`src/rtl/serial_subtractor.sv`:
```
// Digit-serial subtractor: produces diff = a - b, DIGIT bits per clock, LSB
// first, with one borrow register carried between digit steps. Operands enter
// through a valid/ready handshake. Result and compare flags (borrow, zero,
// signed overflow) leave through a second valid/ready handshake.
module serial_subtractor #(
    parameter int WIDTH = 32,
    parameter int DIGIT = 1
) (
    input  logic             clk_i,
    input  logic             rst_ni,
    input  logic             in_valid_i,
    output logic             in_ready_o,
    input  logic [WIDTH-1:0] a_i,
    input  logic [WIDTH-1:0] b_i,
    output logic             out_valid_o,
    input  logic             out_ready_i,
    output logic [WIDTH-1:0] diff_o,
    output logic             borrow_o,
    output logic             zero_o,
    output logic             ovf_o
);

    localparam int STEPS = WIDTH / DIGIT;
    localparam int CW    = (STEPS > 1) ? $clog2(STEPS) : 1;
    localparam logic [CW-1:0] LAST_STEP = CW'(STEPS - 1);

    // Operands must split into whole digits; anything else is a build error
    if (DIGIT < 1 || (WIDTH % DIGIT) != 0) begin : gBadParam
        $error("serial_subtractor: DIGIT must be >= 1 and divide WIDTH");
    end

    typedef enum logic [1:0] {
        IDLE,
        RUN,
        DONE
    } state_t;

    state_t            state_q, state_d;
    logic [WIDTH-1:0]  aShift_q;
    logic [WIDTH-1:0]  bShift_q;
    logic [WIDTH-1:0]  diff_q;
    logic              borrowRun_q;
    logic              borrowFlag_q;
    logic              zero_q;
    logic              ovf_q;
    logic              aMsb_q;
    logic              bMsb_q;
    logic [CW-1:0]     count_q;

    logic [DIGIT:0]    stepRes;
    logic [DIGIT-1:0]  digitDiff;
    logic              stepBorrow;
    logic [WIDTH-1:0]  diffShifted;
    logic              lastStep;

    // One digit of subtraction on the low digits of the shift registers, and
    // the diff register as it will look after this step's insertion at the top
    always_comb begin
        stepRes     = {1'b0, aShift_q[DIGIT-1:0]} - {1'b0, bShift_q[DIGIT-1:0]}
                      - {{DIGIT{1'b0}}, borrowRun_q};
        digitDiff   = stepRes[DIGIT-1:0];
        stepBorrow  = stepRes[DIGIT];
        diffShifted = diff_q >> DIGIT;
        diffShifted[WIDTH-1 -: DIGIT] = digitDiff;
        lastStep    = (count_q == LAST_STEP);
    end

    // State register
    always_ff @(posedge clk_i or negedge rst_ni) begin
        if (!rst_ni) begin
            state_q <= IDLE;
        end else begin
            state_q <= state_d;
        end
    end

    // Next-state logic: accept in IDLE, run STEPS digits, hold in DONE until taken
    always_comb begin
        state_d = state_q;
        case (state_q)
            IDLE:    if (in_valid_i)  state_d = RUN;
            RUN:     if (lastStep)    state_d = DONE;
            DONE:    if (out_ready_i) state_d = IDLE;
            default: state_d = IDLE;
        endcase
    end

    // Handshake outputs decoded from the registered state only
    always_comb begin
        in_ready_o  = (state_q == IDLE);
        out_valid_o = (state_q == DONE);
    end

    // Datapath: load operands on accept, shift one digit per RUN cycle, and
    // capture the flags from the completed difference on the final step so
    // they stay untouched until the next result is ready
    always_ff @(posedge clk_i or negedge rst_ni) begin
        if (!rst_ni) begin
            aShift_q     <= '0;
            bShift_q     <= '0;
            diff_q       <= '0;
            borrowRun_q  <= 1'b0;
            borrowFlag_q <= 1'b0;
            zero_q       <= 1'b0;
            ovf_q        <= 1'b0;
            aMsb_q       <= 1'b0;
            bMsb_q       <= 1'b0;
            count_q      <= '0;
        end else begin
            case (state_q)
                IDLE: begin
                    if (in_valid_i) begin
                        aShift_q    <= a_i;
                        bShift_q    <= b_i;
                        aMsb_q      <= a_i[WIDTH-1];
                        bMsb_q      <= b_i[WIDTH-1];
                        borrowRun_q <= 1'b0;
                        count_q     <= '0;
                    end
                end
                RUN: begin
                    aShift_q    <= aShift_q >> DIGIT;
                    bShift_q    <= bShift_q >> DIGIT;
                    diff_q      <= diffShifted;
                    borrowRun_q <= stepBorrow;
                    count_q     <= count_q + CW'(1);
                    if (lastStep) begin
                        borrowFlag_q <= stepBorrow;
                        zero_q       <= (diffShifted == '0);
                        ovf_q        <= (aMsb_q != bMsb_q) && (diffShifted[WIDTH-1] != aMsb_q);
                    end
                end
                default: ;
            endcase
        end
    end

    assign diff_o   = diff_q;
    assign borrow_o = borrowFlag_q;
    assign zero_o   = zero_q;
    assign ovf_o    = ovf_q;

endmodule

```
`config.mk`:
```
export PLATFORM = sky130hd
export DESIGN_NAME = serial_subtractor
export DESIGN_NICKNAME = d
export VERILOG_FILES = /design/src/rtl/serial_subtractor.sv
export SDC_FILE = /design/constraint.sdc
export NUM_CORES = 1
export LEC_CHECK = 0
export BUFFER_PORTS_ARGS = -buffer_cell sky130_fd_sc_hd__buf_2
export CORE_ASPECT_RATIO = 1.2
export CORE_UTILIZATION = 59
export CTS_CLUSTER_DIAMETER = 50
export DETAILED_ROUTE_END_ITERATION = 7
export PLACE_DENSITY = 0.95
export SYNTH_ARGS = -nofsm -noshare
export SYNTH_HDL_FRONTEND = slang
export SYNTH_SLANG_ARGS = --single-unit
```
`constraint.sdc`:
```
create_clock -name clk_i -period 3.4 [get_ports clk_i]
set_clock_uncertainty 0.05 [all_clocks]
set_input_delay 0.51 -clock clk_i [delete_from_list [all_inputs] [get_ports clk_i]]
set_output_delay 0.51 -clock clk_i [all_outputs]
set_load 0.02 [all_outputs]
```
==> results_dict.tcl <==
set metrics [dict create \
    outcome "complete, no violations" \
    syn_avg_cell_area_um2 10.3 \
    crit_path_end_kind "register" \
    setup.worst_path.start_class "register" \
    grt_pass1_wl_um 15600 \
    relSlewSlack_pct 45.4 \
    met3_usage_pct 3.63 \
    fin_crit_sh_pct 60.2 \
    startpoint "state_q[1]" \
    route.vias.total 3620 \
    final-max-slew-violation-count 0 \
    io-pin-count 105 \
    diodes 0 \
    place.gp.congestion 0.792 \
    busiest_layer "met2" \
    rsz0062_at_grt "no" \
    first_iter_violations 178 \
    syn-cell-area_mm2 0.00490 \
    setup_tns_ps 0 \
    max_cap_viol_count 0 \
    via_per_inst 5.41 \
    p_int_uw 2670 \
    slowest_stage "and2b_4" \
    grt_pass1_vias 3351 \
    ctsResizeCount 0 \
    post-route-min-period_ps 2050 \
    hold_path.class "input port to asynchronous set/reset pin" \
    area_growth_pct 13.1 \
    worstPathMaxFanout 78 \
    rows 36 \
    synth_cell_types 35 \
    wl_per_cell_um 14.3 \
    initial_core_util_pct 60.5 \
    coreArea_mm2 0.00811 \
    io_buffers 104 \
    cts_tree "built" \
    crit_required_ps 3660 \
    cts_num_sinks 109 \
    nFillCells 613 \
    syn-num-nets 546 \
    fin_ws_ps 1350 \
    max_freq_ghz 0.489 \
    grt.total_usage_pct 23.2 \
    cts_made_buffers 9 \
    holdBufCountCts 0 \
    clk_pin_slew_ps 110 \
    dp_slack_ps 1380 \
    grt_util_met1_pct 30.0 \
    crit_chain "and2b_4 > buf_4 > nand2_1 > o21ai_1" \
    fp.dieW_um 85.2 \
    arrival_ps 2310 \
    cpPeakStageDelay_ps 820 \
    pwr-share-comb_pct 35.0 \
    final_hold_viol_count 0 \
    wirelength_um 9550 \
    p_clk_share_pct 16.7 \
    antenna_found_initial 0 \
    drc 0 \
    power.density_mw_per_mm2 800 \
    reg2reg_from "state_q[1]" \
    power_frac_seq_pct 48.3 \
    die_area_mm2 0.00868 \
    cts_setup_buffers 0 \
    final_common_cell "nand2_1" \
    insertion_delay_ps 380 \
    path_buf_inv 1 \
    htreeDepth 3 \
    tightest_slew_ps 818 \
    dp_hpwl_um 6720 \
    p_leak_uw 0.00265 \
    crit_family "simple AND/OR/NAND/NOR gates" \
    ys_async_sr_fraction_pct 100 \
    path_class "register to register" \
    grt_max_degree 79 \
    gr-usage-met2_pct 39.5 \
    yosysWarnings 0 \
    fin_nets 640 \
    clockRootBuffer "clkbuf_8" \
    setup_viol 0 \
    drtAntennaViolNets 0 \
    p_switching_uw 1770 \
    synth.ff_latch_count 109 \
    fp.dieH_um 102 \
    synth_flop_cell "dfrtp_1" \
    first_pass_iters 4 \
    syn_inst 475 \
    drive_above_1_share_pct 23.3 \
    clock_path_buffers 2 \
    grt.overflow.total 0 \
    final_cell_mix "nand2_1 (167), dfrtp_1 (109), buf_2 (103)" \
    ys_seq_area_share_pct 55.6 \
    vdd_drop_max_mv 0.348 \
    synth_edf_count 0 \
    switching_share_pct 39.9 \
]
-- power groups by stage --
stage	clock (uW)	sequential (uW)	combinational, uW
after floorplan	0	2280	998
after global placement	0	2130	1480
after detailed placement	0	2160	1570
after CTS	755	2140	1570
after global routing	794	2210	1750
final	742	2140	1550
-- flip-flops by register name (all words and copies together) (netlist names), 2 cells and up --
register,count
aShift_q,32
bShift_q,32
count_q,5
diff_o,32
state_q,2
-- synth_stat cells (2+ instances only) --
master	count	area share, %
a22o_1	2	0.36
buf_12	6	2.4
buf_2	10	1.0
buf_6	5	1.1
clkbuf_1	7	0.54
dfrtp_1	109	56
ha_1	2	0.51
mux2_4	2	0.61
mux2i_1	62	13
nand2_1	167	13
nand2b_1	2	0.26
nand4_1	2	0.26
nor3b_1	2	0.31
nor4_1	7	0.89
o21ai_0	7	0.71
o21ai_1	62	6.3
o21bai_1	3	0.46
-- final timing paths --
check / end / slack, ps / cells past startpoint
worst min-delay path: diff_o[25] / 140 / 1
worst min register to register: diff_o[0] / 440 / 2
max in group asynchronous: aShift_q[15] / 2400 / 2
min in group clk_i: state_q[1] / 330 / 3
worst max-delay path: bShift_q[29] / 1350 / 4
worst max register to register: bShift_q[29] / 1350 / 4
-- metrics by stage --
stage / instances / total power [uW] / hold slack, ps / utilization, % / instance area (um^2)
after floorplan: 475 / 3280 / 164 / - / 4900
after CTS: 669 / 4460 / 172 / 68.4 / 5540
after global placement: 653 / 3610 / 407 / 66.1 / 5360
final: 669 / 4440 / 142 / 68.4 / 5540
after detailed placement: 653 / 3730 / 424 / 66.1 / 5360
after global routing: 669 / 4750 / 211 / 68.4 / 5540
-- final cells by class --
type	count	area (um^2)	area share [%]
Sequential cell	109	2730	49.2
Multi-Input combinational cell	335	1910	34.4
Timing Repair Buffer	113	603	10.9
Clock buffer	10	138	2.48
Tap cell	95	119	2.14
Clock inverter	6	47.5	0.858
Inverter	1	3.75	0.0677
-- metal layers --
| layer | up-vias | share of wire, % |
|---|---|---|
| met5 | - | 0 |
| met4 | 0 | 1.8 |
| met3 | 13 | 3.6 |
| li1 | 1774 | - |
| met1 | 1747 | 43 |
| met2 | 86 | 52 |
-- kinds of logic after synthesis --
group / count (synthesis) / synth area share (%)
compound gates: 77 / 8.27
xor+xnor: 1 / 0.179
fa+ha+maj: 3 / 0.919
buf+inv: 31 / 5.64
flops: 109 / 55.6
mux: 65 / 13.5
simple gates: 189 / 15.9
-- worst register-to-register path, stage by stage (launching register included) --
cell and delay, ps:
dfrtp_1 470, and2b_4 820, buf_4 460, nand2_1 110, o21ai_1 70
Power figures use the tool's default switching activity.
